[src/rtl/irrigation_sequencer.sv]
// Actuator sequencer behind the irrigation decoder: minimum run time, fill watchdog, latched alarm.
// Inputs are registered once; outputs are registered from the next state (two-edge input-to-output latency).
module irrigation_sequencer #(
  parameter int TICK_DIV     = 10,
  parameter int MIN_ON       = 30,
  parameter int FILL_TIMEOUT = 600
) (
  input  logic       clk,
  input  logic       reset,
  input  logic       Ve,
  input  logic       Bs,
  input  logic       Vs,
  input  logic       Al,
  input  logic       alarm_ack,
  output logic       valve_in,
  output logic       pump,
  output logic       drip,
  output logic       alarm,
  output logic       fault_fill,
  output logic [1:0] state
);

  typedef enum logic [1:0] {
    IDLE     = 2'b00,
    SPRINKLE = 2'b01,
    DRIP     = 2'b10,
    ALARM    = 2'b11
  } state_t;

  localparam int RUN_CYC = MIN_ON * TICK_DIV;
  localparam int PW      = (TICK_DIV > 1) ? $clog2(TICK_DIV) : 1;
  localparam int RW      = $clog2(RUN_CYC + 1);
  localparam int FW      = $clog2(FILL_TIMEOUT + 1);

  logic          Ve_r, Bs_r, Vs_r, Al_r, alarm_ack_r;
  logic [PW-1:0] presc;
  logic [RW-1:0] run_cnt;
  logic [FW-1:0] fill_cnt;
  state_t        cur_state, nxt_state;
  logic          tick, run_done, fill_hit, fill_fault;

  assign state = cur_state;

  always_comb begin
    tick       = (presc == PW'(TICK_DIV - 1));
    // run_cnt holds cycles spent in the state minus one, so this edge completes the minimum run
    run_done   = (run_cnt >= RW'(RUN_CYC - 1));
    fill_hit   = valve_in && tick && (fill_cnt == FW'(FILL_TIMEOUT - 1));
    fill_fault = fault_fill || fill_hit;
    nxt_state  = cur_state;
    case (cur_state)
      IDLE: begin
        if (Al_r || fill_fault)  nxt_state = ALARM;
        else if (Bs_r)           nxt_state = SPRINKLE;
        else if (Vs_r)           nxt_state = DRIP;
      end
      SPRINKLE: begin
        if (Al_r || fill_fault)      nxt_state = ALARM;
        else if (run_done && !Bs_r)  nxt_state = Vs_r ? DRIP : IDLE;
      end
      DRIP: begin
        if (Al_r || fill_fault)      nxt_state = ALARM;
        else if (run_done && !Vs_r)  nxt_state = Bs_r ? SPRINKLE : IDLE;
      end
      ALARM: begin
        if (!Al_r && alarm_ack_r)    nxt_state = IDLE;
      end
    endcase
  end

  always_ff @(posedge clk or posedge reset) begin
    if (reset) begin
      Ve_r        <= 1'b0;
      Bs_r        <= 1'b0;
      Vs_r        <= 1'b0;
      Al_r        <= 1'b0;
      alarm_ack_r <= 1'b0;
      presc       <= '0;
      run_cnt     <= '0;
      fill_cnt    <= '0;
      cur_state   <= IDLE;
      valve_in    <= 1'b0;
      pump        <= 1'b0;
      drip        <= 1'b0;
      alarm       <= 1'b0;
      fault_fill  <= 1'b0;
    end else begin
      Ve_r        <= Ve;
      Bs_r        <= Bs;
      Vs_r        <= Vs;
      Al_r        <= Al;
      alarm_ack_r <= alarm_ack;
      presc       <= tick ? '0 : presc + 1'b1;
      cur_state   <= nxt_state;

      if (nxt_state != cur_state) run_cnt <= '0;
      else if (!run_done)         run_cnt <= run_cnt + 1'b1;

      valve_in <= Ve_r && (nxt_state != ALARM);
      pump     <= (nxt_state == SPRINKLE);
      drip     <= (nxt_state == DRIP);
      alarm    <= (nxt_state == ALARM);

      // Saturating; valve_in is forced low in ALARM, so a fault always clears the count afterwards
      if (!valve_in)                                   fill_cnt <= '0;
      else if (tick && fill_cnt != FW'(FILL_TIMEOUT)) fill_cnt <= fill_cnt + 1'b1;

      if (cur_state == ALARM && nxt_state == IDLE) fault_fill <= 1'b0;
      else if (fill_hit)                           fault_fill <= 1'b1;
    end
  end

endmodule

[config.mk]
export PLATFORM = sky130hd
export DESIGN_NAME = irrigation_sequencer
export DESIGN_NICKNAME = d
export VERILOG_FILES = /design/src/rtl/irrigation_sequencer.sv
export SDC_FILE = /design/constraint.sdc
export NUM_CORES = 1
export LEC_CHECK = 0
export CORE_UTILIZATION = 40
export CTS_CLUSTER_SIZE = 16
export DETAILED_ROUTE_END_ITERATION = 16
export PLACE_DENSITY_LB_ADDON = 0.1
export SYNTH_ARGS = -nofsm -noshare
export SYNTH_HDL_FRONTEND = slang
export SYNTH_SLANG_ARGS = --single-unit
[constraint.sdc]
create_clock -name clk -period 2.2 [get_ports clk]
set_clock_uncertainty 0.15 [all_clocks]
set_input_delay 0.33 -clock clk [delete_from_list [all_inputs] [get_ports clk]]
set_output_delay 0.33 -clock clk [all_outputs]
set_load 0.005 [all_outputs]
==> metrics.txt <==
full die area a little under 5000 um^2; Met1 Wirelength 1611 um; hold buffers post-CTS 0; global-route wire length before repair between 5000 and 6000 um; beginning of the critical path fill_cnt[0]$_DFFE_PP0P_; Worst EP required 2.25 ns; max_cap viols 0; Total GRT Usage between 10% and 20%; dpl cells 240; CTS tree built; CTS Buf Count 5; f_max ~480 MHz; Critical-path top delay cell dfrtp_1; CTS Sinks 35; Worst VDD drop 0.0003419 V; PwrDens 671.5 nW/um^2; EDFF count, synth 0; total grt overflow 0; DRC 0; htree depth 2; max layer used met4; Net Sw Frac roughly a quarter; top cells by area, synth dfrtp_1 48%, xnor2_1 5.3%, nor3_2 4.9%; R2R Setup Slk 0.11 ns; Clock power frac a little under a third; antenna viol nets, final 0; metal3 WL ~92 um; Total Routed Length about 3500 um; worst-skew pair later-pin latency approximately 0.28 ns; CTS Root Cell clkbuf_8; family with the most delay on the worst path simple AND/OR/NAND/NOR gates; Critical Path Max Stage Delay 0.39 ns; FF-to-FF Start fill_cnt[0]$_DFFE_PP0P_; fraction of layout cells with a size suffix above 1 23.59%; Port Buffer Count 13; Design Area, Final approximately 2200 um^2; Yosys top cell by area dfrtp_1; Fillers 376; Sw Pwr around 400 uW; RR Endpoint run_cnt[8]$_DFFE_PP0P_; Layout area overhead 23.27%; Fin. Hold Viols 0; Seq pwr share between 40% and 50%; Synthesis Warnings 0; cells along the critical path ha_1 > and4b_1 > and4_4 > or2_2 > o22a_1 > buf_12 > nor3_2; core area ~4400 um^2; Synth cell types 49; ys flop type dfrtp_1; Avg Inst Size Synth 11.32 um^2; Max Slew Vio Count 0; initial antenna violation count 0; met2 wire len roughly 1700 um; crit start category flip-flop; per-cell routed wire length 13.97 um; I/O pin cnt 14; Cells after Synth ~160; detailed placement HPWL roughly 2500 um; FP Rows 24; largest net degree at the start of global routing 36; Worst Reg-to-Reg Cells 7; CP Buf/Inv Count 1; via/cell ratio around 5.3; Worst-path clk slew around 0.070 ns; Seq cells post-synth 35; Max-Slew Margin vs Limit around 57%; Post-Place Cell Area ~2200 um^2; 1st-iter DRT viols between 150 and 200; gp weighted congestion between 0.7 and 0.8; Worst Path Max Fanout 9; Setup TNS Final 0 ns; P_int roughly 1.1 mW; DRT Pass-1 Iters 4; vias in the first global route around 1300; Worst EP arrival 2.15 ns; status completed; crit path kind reg2reg; Yosys top cell area share slightly below 50%; Starting Density 41.87%; Post-synth top cells 35 x dfrtp_1, 11 x xnor2_1, 10 x inv_1, 9 x nand2_1, 9 x nor3_2; period utilisation layout between 90% and 100%; Setup Fix Bufs, Post-CTS 0; Die Width 69.51 um; Finished Layout Cells 247; post-layout minimum cycle time around 2.1 ns; Hold Crit Class in2async; Slew @ Worst Pin 0.6356 ns; leakage power between 0.9 and 1 nW; Nets approximately 210; Final setup viols 0; post-synthesis sequential area ratio 48.04%; ANT cells 0; ys async rst share 100.0%; Mapped Nets about 170; Comb power frac a little over a fifth; maximum buffer depth of the clock tree 2; most common cell in the netlist dfrtp_1; via count around 1300; area of the mapped netlist roughly 1800 um^2; RSZ-0062 raised after global routing no; Critical Path Sink Type flip-flop; Die Ht between 60 and 70 um
[tightest hold or removal path, stage by stage]
cell	delay, ns
clkdlybuf4s50_1	0.39
inv_1	0.05
buf_4	0.38
[metal layers]
layer / vias up / track usage (%)
met3: 6 / 4.506
met5: - / 0
met4: 0 / 6.803
met2: 17 / 25.89
met1: 645 / 19.47
li1: 652 / -
[registers in the layout, indices dropped and copies added, names as in the netlist, 2 cells and up]
signal	count
presc	4
fill_cnt	10
state	2
run_cnt	9
[cell type report]
| cell class | count | area, um^2 | area share [%] |
|---|---|---|---|
| Multi-Input combinational cell | 112 | 890.9 | 39.64 |
| Sequential cell | 35 | 875.8 | 38.98 |
| Clock buffer | 6 | 82.58 | 3.675 |
| Inverter | 10 | 37.54 | 1.670 |
| Tap cell | 52 | 65.06 | 2.895 |
| Clock inverter | 1 | 5.005 | 0.2227 |
| Timing Repair Buffer | 31 | 290.3 | 12.92 |
[per-stage QoR]
step | power (mW) | utilization (%) | worst slack, ns | hold WS, ns
final | 1.509 | 51.61 | 0.1076 | 0.2966
after global routing | 1.598 | 51.61 | 0.02318 | 0.3164
after CTS | 1.534 | 51.47 | 0.02785 | 0.3037
after detailed placement | 1.064 | 49.45 | 0.008193 | 0.3642
after global placement | 1.059 | 49.45 | 0.06347 | 0.3515
after floorplan | 0.9002 | - | 0.07063 | 0.2114
[worst max-delay path by stage]
| stage | end | depth (start not counted) | slack [ns] |
|---|---|---|---|
| floorplan | run_cnt[0]$_DFFE_PP0P_ | 7 | 0.07 |
| global placement | run_cnt[3]$_DFFE_PP0P_ | 7 | 0.06 |
| detailed placement | run_cnt[8]$_DFFE_PP0P_ | 7 | 0.008 |
| CTS | run_cnt[8]$_DFFE_PP0P_ | 7 | 0.03 |
| global route | run_cnt[3]$_DFFE_PP0P_ | 7 | 0.02 |
| finish | run_cnt[8]$_DFFE_PP0P_ | 7 | 0.11 |
[what timing repair did]
action | 4_1_cts | 5_1_grt
pin swaps | 1 | 4
resized for setup | 0 | 4
endpoints found under the setup margin | 1 | 9
[kinds of logic (layout without fill, tap and decap cells)]
logic type      count (synthesis)  count (layout)  share of synthesized area (%)
mux                             4               4                          2.265
buf+inv                        14              48                          3.432
flops                          35              35                          48.04
simple gates                   62              62                          24.09
xor+xnor                       13              13                          6.246
fa+ha+maj                       3               3                          2.059
compound gates                 30              30                          13.86
[power groups by stage]
stage | clock network [mW] | logic [mW] | registers (mW)
after floorplan | 0 | 0.167 | 0.734
after global placement | 0 | 0.327 | 0.732
after detailed placement | 0 | 0.333 | 0.731
after CTS | 0.480 | 0.334 | 0.719
after global routing | 0.510 | 0.361 | 0.727
final | 0.458 | 0.332 | 0.719
[cells in the final DEF, fill, tap and decap left out, drive strengths merged, types with 4 or more instances in the layout]
cell           count
nor2               5
and2               7
inv               10
nor3              10
clkbuf             6
buf               18
clkdlybuf4s50     13
nand2              9
xnor2             11
or3                4
o21ai              5
nor2b              5
dfrtp             35
a21boi             5
Power figures use the tool's default switching activity.
